$ cat config.mk
export PLATFORM = sky130hd
export DESIGN_NAME = gcd_controller
export DESIGN_NICKNAME = d
export VERILOG_FILES = /design/src/rtl/gcd_ctrl_pkg.sv /design/src/rtl/gcd_iter_counter.sv /design/src/rtl/gcd_controller.sv
export SDC_FILE = /design/constraint.sdc
export NUM_CORES = 1
export LEC_CHECK = 0
export BUFFER_PORTS_ARGS = -buffer_cell sky130_fd_sc_hd__buf_2
export CORE_AREA = 5 5 42 44
export CTS_CLUSTER_DIAMETER = 200
export DETAILED_ROUTE_END_ITERATION = 8
export DIE_AREA = 0 0 47 49
export PLACE_DENSITY = 0.54
export SYNTH_ARGS = -nofsm -noshare
export SYNTH_HDL_FRONTEND = slang
export SYNTH_SLANG_ARGS = --single-unit
$ cat constraint.sdc
create_clock -name CLK -period 1.34 [get_ports CLK]
set_input_delay 0.067 -clock CLK [delete_from_list [all_inputs] [get_ports CLK]]
set_output_delay 0.067 -clock CLK [all_outputs]
set_load 0.01 [all_outputs]
$ cat src/rtl/gcd_ctrl_pkg.sv
// Shared definitions for the GCD sequencer: state encoding, CTRL8 meanings,
// and the Moore output decode used by the FSM.
package gcd_ctrl_pkg;

   typedef enum logic [2:0] {
      IDLE   = 3'd0,
      LOAD   = 3'd1,
      CHECK  = 3'd2,
      SUB_A  = 3'd3,
      SUB_B  = 3'd4,
      OUTPUT = 3'd5,
      DONE   = 3'd6
   } state_t;

   // CTRL8 in SUB states: subtract order
   localparam logic SUB_AB = 1'b0;
   localparam logic SUB_BA = 1'b1;
   // CTRL8 in OUTPUT: result source
   localparam logic SEL_A  = 1'b0;
   localparam logic SEL_B  = 1'b1;

   typedef struct packed {
      logic ctrl3;
      logic ctrl4;
      logic ctrl5;
      logic ctrl8;
      logic ctrl9;
      logic busy;
      logic done;
   } ctrl_t;

   // Moore output decode; sel only matters in OUTPUT.
   function automatic ctrl_t decode(input state_t s, input logic sel);
      ctrl_t c;
      c = '0;
      c.busy = (s != IDLE);
      unique case (s)
         LOAD: begin
            c.ctrl3 = 1'b1;
            c.ctrl4 = 1'b1;
         end
         SUB_A: begin
            c.ctrl3 = 1'b1;
            c.ctrl5 = 1'b1;
            c.ctrl8 = SUB_AB;
         end
         SUB_B: begin
            c.ctrl4 = 1'b1;
            c.ctrl5 = 1'b1;
            c.ctrl8 = SUB_BA;
         end
         OUTPUT: begin
            c.ctrl9 = 1'b1;
            c.ctrl8 = sel;
         end
         DONE:    c.done = 1'b1;
         default: ;
      endcase
      return c;
   endfunction

endpackage

$ cat src/rtl/gcd_iter_counter.sv
// Subtract-iteration counter for the GCD sequencer timeout: clears on load,
// counts SUB cycles, and flags when the count has reached the limit.
module gcd_iter_counter #(
   parameter int           W     = 16,
   parameter logic [W-1:0] LIMIT = '1
) (
   input  logic CLK,
   input  logic RST,
   input  logic clear,
   input  logic inc,
   output logic at_limit
);

   logic [W-1:0] count;

   // Iteration count, synchronous reset and clear
   always_ff @(posedge CLK) begin
      if (RST || clear)
         count <= '0;
      else if (inc)
         count <= count + {{(W-1){1'b0}}, 1'b1};
   end

   assign at_limit = (count == LIMIT);

endmodule

$ cat src/rtl/gcd_controller.sv
// Subtract-based GCD sequencer driving datapath section 3 (CTRL3/4/5/8/9).
// Optional feature macro: GCD_CTRL_TIMEOUT_EN bounds the subtract loop to
// MAX_ITER iterations and reports an aborted run through err.
//
// state  | meaning
// IDLE   | waiting for start, all controls low
// LOAD   | load A and B from the external operands
// CHECK  | evaluate datapath flags, pick next step
// SUB_A  | A <= A - B
// SUB_B  | B <= B - A
// OUTPUT | capture A or B (sel) into the result register
// DONE   | one-cycle completion pulse
module gcd_controller
   import gcd_ctrl_pkg::*;
#(
   parameter int                ITER_W   = 16,
   parameter logic [ITER_W-1:0] MAX_ITER = 16'hFFFF
) (
   input  logic CLK,
   input  logic RST,
   input  logic start,
   input  logic a_eq_b,
   input  logic a_lt_b,
   input  logic a_zero,
   input  logic b_zero,
   output logic CTRL3,
   output logic CTRL4,
   output logic CTRL5,
   output logic CTRL8,
   output logic CTRL9,
   output logic busy,
   output logic done,
   output logic err
);

   state_t state, nxt;
   logic   sel, nxt_sel;
   ctrl_t  ctrl_q;
   logic   at_limit;

`ifdef GCD_CTRL_TIMEOUT_EN
   logic err_q;

   gcd_iter_counter #(
      .W     (ITER_W),
      .LIMIT (MAX_ITER)
   ) u_iter_counter (
      .CLK      (CLK),
      .RST      (RST),
      .clear    (state == LOAD),
      .inc      ((state == SUB_A) || (state == SUB_B)),
      .at_limit (at_limit)
   );

   assign err = err_q;
`else
   // No counter without the timeout: the limit can never trip, and the
   // parameters only shape the timeout build.
   assign at_limit = (ITER_W < 1) && (MAX_ITER == '0);
   assign err      = 1'b0;
`endif

   // Next-state and sel selection; flags only matter in CHECK
   always_comb begin
      nxt     = state;
      nxt_sel = sel;
      unique case (state)
         IDLE:   if (start) nxt = LOAD;
         LOAD:   nxt = CHECK;
         CHECK: begin
            if (a_zero && b_zero) begin
               nxt     = OUTPUT;
               nxt_sel = SEL_A;
            end else if (a_zero) begin
               nxt     = OUTPUT;
               nxt_sel = SEL_B;
            end else if (b_zero || a_eq_b) begin
               nxt     = OUTPUT;
               nxt_sel = SEL_A;
            end else if (at_limit) begin
               nxt     = DONE;
            end else if (a_lt_b) begin
               nxt     = SUB_B;
            end else begin
               nxt     = SUB_A;
            end
         end
         SUB_A:  nxt = CHECK;
         SUB_B:  nxt = CHECK;
         OUTPUT: nxt = DONE;
         DONE:   nxt = IDLE;
         default: nxt = IDLE;
      endcase
   end

   // State register with outputs registered from the next-state decode
   always_ff @(posedge CLK) begin
      if (RST) begin
         state  <= IDLE;
         sel    <= 1'b0;
         ctrl_q <= '0;
`ifdef GCD_CTRL_TIMEOUT_EN
         err_q  <= 1'b0;
`endif
      end else begin
         state  <= nxt;
         sel    <= nxt_sel;
         ctrl_q <= decode(nxt, nxt_sel);
`ifdef GCD_CTRL_TIMEOUT_EN
         // Only an abort jumps CHECK -> DONE; err lives exactly as long as DONE
         err_q  <= (state == CHECK) && (nxt == DONE);
`endif
      end
   end

   assign CTRL3 = ctrl_q.ctrl3;
   assign CTRL4 = ctrl_q.ctrl4;
   assign CTRL5 = ctrl_q.ctrl5;
   assign CTRL8 = ctrl_q.ctrl8;
   assign CTRL9 = ctrl_q.ctrl9;
   assign busy  = ctrl_q.busy;
   assign done  = ctrl_q.done;

endmodule

# ---- Word level (Yosys, flattened, before mapping)
# Index checks and enable logic that the tools add are counted.
# W data, S select, Z words.
dict set report classes {
  addsub 0
  multipliers 0
  div 0
  order_cmp 0
  eq_ne 10
  shift 0
  muxes 16
  n_bitwise 0
  n_reduce_logical 8
}
# op count
set ops {}
lappend ops {{$eq A3 B3 Y1 const B} 5}
lappend ops {{$mux W3} 5}
lappend ops {{$pmux W3 S4} 1}
lappend ops {{$eq A3 B2 Y1 const B} 3}
lappend ops {{$mux W1} 9}
lappend ops {{$eq A3 B1 Y1 const B} 2}
lappend ops {{$reduce_or A2 Y1} 3}
lappend ops {{$logic_not A3 Y1} 1}
lappend ops {{$reduce_bool A3 Y1} 1}
lappend ops {{$reduce_or A3 Y1} 1}
lappend ops {{$pmux W1 S2} 1}
lappend ops {{$logic_and A1 B1 Y1} 1}
lappend ops {{$logic_or A1 B1 Y1} 1}
dict set report word_totals {
  reg_bits 11
  latchBits 0
  mem_bits_rw 0
  rom_bits 0
  in_bits 7
  out_inout_bits 8
  elab_cells 43
  mem_count 0
}

# ---- Longest topological paths before layout
dict set report depth {
  ltp_word 8
  mapped_depth 3
}

# ---- Least setup slack after synthesis
# OpenSTA, ideal clock, no wires.
dict set report synth_path {
  kind {register -> register}
  start {register state[1]}
  end {register state[2]}
  setup_ns 0.064
  arrival_time_ns 1.026
  slack_ns 0.250
  path_stages_with_launch 4
  path_cell_list {dfxtp_1 -> or3b_4 -> o21a_1 -> nor2_1}
}
dict set report synth_via {
  elab_chain_cells 3
  word_cells_on_any_way 8
}
# element line
set synth_rtl {}
lappend synth_rtl {{start, declared} gcd_controller.sv:36} ;# state_t state, nxt;
lappend synth_rtl {{start signal, assigned} gcd_controller.sv:106} ;# state <= nxt;
lappend synth_rtl {{$eq A3 B3 Y1, or another cell as far along} gcd_controller.sv:67} ;# unique case (state)
lappend synth_rtl {{$reduce_or A3 Y1 (no line)} -}
lappend synth_rtl {{$pmux W3 S4 *} gcd_controller.sv:67}
# Mark *: on every way between the ends. The rest lies on a longest branch, timed or not.
# A chain may end at the register's enable or synchronous reset.

# ---- Worst setup path after layout
# Same ends and word-level chain as after synthesis.

==> reports/metrics.yaml <==
status: "finished, final reports clean"
drv_cap: 0
grt_pass1_vias: 317
avgSynthCellArea_um2: 10.4
synth_seq_cells: 11
routed_wl_um: 794
io_pins: 15
cts.reportedPaths.clkPinSlew_ps: 70
power_density_mw_per_mm2: 1200
reg2reg_depth: 3
cp.required_ps: 1540
drt-initial-drc-count: 2
finish.utilization: 0.383
clock_path_buffers: 2
hp-class: "input pin to register"
dp_slack_ps: 168
start_util: 0.304
core_region_area_mm2: 0.00140
period_needed_ps: 1170
place_congestion: 0.748
post_cts_buffers: 0
die_width_um: 47
area_growth_pct: 26.2
final_antenna_net_count: 0
fillers: 161
cts_resized: 0
arrival_ps: 1370
cts_tree: "built"
p_leak_uw: 0.000233
grt-ovfl-total: 0
synthCells: 41
rsz0062_at_grt: "no"
finalHoldViolCount: 0
cts.sinks: 11
finalClockSkew_ps: 3.83
tns_ps: 0
grt_max_degree: 9
antenna_found_initial: 0
synth.distinct_cells: 22
synth_area_um2: 425
core.rowCount: 14
nets: 66
whs_path_depth: 2
crit_fanout: 8
critical_path_class: "register to register"
end_kind: "register"
n_antenna_cell: 0
setup_ws_ps: 168
die_h_um: 49
r2r_end: "state[2]"
yosys_warnings: 0
peakVddDrop_v: 0.000822
cp-start-kind: "register"
final_layout_size_suffix_gt1_frac: 0.397
vias: 338
synth_nets: 48
avgViaCountPerCell: 4.57
drt_pass1_iterations: 4
finalCritPeriodShare: 0.875
regToRegSetupSlack_ps: 170
io_buffers: 13
ctsHoldBuffers: 0
worstHoldStart: "RST"
htreeDepth: 1
yosysSeqAreaShare: 0.518
max_freq_mhz: 853
wire_per_inst_um: 10.7
p_total_uw: 644
clock_latency_ps: 260
die-area_mm2: 0.00230
cts_root_buf: "clkbuf_4"
final_cell_mix: "13 x buf_2, 11 x dfxtp_1, 5 x a21oi_1"
layout_commonest_cell: "buf_2"
hold-path-endpoint: "sel"
grt_pass1_wl_um: 1320
grt_use_total: 0.0806
setup_violations: 0
cts_buffers: 3
slew_viol_final: 0
r2r-start: "state[1]"
drc: 0
dp_hpwl_um: 635
[routing by layer]
layer  share of wire  track usage
met1            0.47        0.100
met5               0            0
met2            0.42        0.115
met4               0       0.0138
met3            0.11       0.0554
[sequential cells by signal, summed over array words and instances (netlist names)]
register and cells:
done 1, CTRL3 1, state 3, sel 1
CTRL8 1, busy 1, CTRL5 1, CTRL9 1
CTRL4 1
[cells in the mapped netlist]
cell / instances / share of area
dfxtp_1: 11 / 0.52
a21oi_1: 5 / 0.059
nor2_1: 4 / 0.035
nand2_1: 2 / 0.018
nor3b_1: 2 / 0.035
a2111oi_2: 1 / 0.035
a21o_2: 1 / 0.021
and4bb_1: 1 / 0.029
buf_4: 1 / 0.018
conb_1: 1 / 0.0088
nand2b_2: 1 / 0.021
nand3_1: 1 / 0.012
nand3b_1: 1 / 0.018
nor2b_1: 1 / 0.015
nor3_1: 1 / 0.012
nor3_2: 1 / 0.024
nor4_2: 1 / 0.029
o21a_1: 1 / 0.018
o21bai_1: 1 / 0.018
o31ai_1: 1 / 0.018
or3_1: 1 / 0.015
or3b_4: 1 / 0.026
[power by group]
part           switching (uW)  leakage, uW  internal [uW]
sequential               11.9    0.0000899            344
clock                    97.8    0.0000150            115
combinational            40.1     0.000128           35.9
total                     150     0.000233            494
[how the worst max path moves through the flow]
stage,start,to,slack [ps],cells past startpoint
2_1_floorplan,state[1],state[2],250,3
3_3_place_gp,state[1],CTRL8,190,2
3_5_place_dp,state[1],CTRL8,170,2
4_1_cts,state[1],CTRL8,150,2
5_1_grt,state[1],CTRL8,40,2
6_report,state[1],state[2],170,3
[per-stage QoR]
| step | hold WS (ps) | instances | instance area (um2) |
|---|---|---|---|
| 6_report | 85.1 | 74 | 537 |
| 5_1_grt | 77.0 | 74 | 537 |
| 4_1_cts | 73.9 | 74 | 537 |
| 3_5_place_dp | 354 | 70 | 510 |
| 3_3_place_gp | 357 | 70 | 510 |
| 2_1_floorplan | 136 | 41 | 425 |
[kinds of logic after synthesis]
logic type,share of synthesized area
buf+inv,0.0177
simple gates,0.288
other cells,0.00882
flops,0.518
compound gates,0.168
[cell type report]
cell class                      instances  area [um2]  area share
Tap cell                               16        20.0      0.0373
Sequential cell                        11         220       0.410
Multi-Input combinational cell         29         198       0.368
Clock buffer                            4        26.3      0.0490
Timing Repair Buffer                   14        72.6       0.135
[critical path, stage by stage (launching register included)]
cell     delay, ps
dfxtp_1        430
or3b_4         440
o21a_1         180
nor2_1          70
Power figures use the tool's default switching activity.
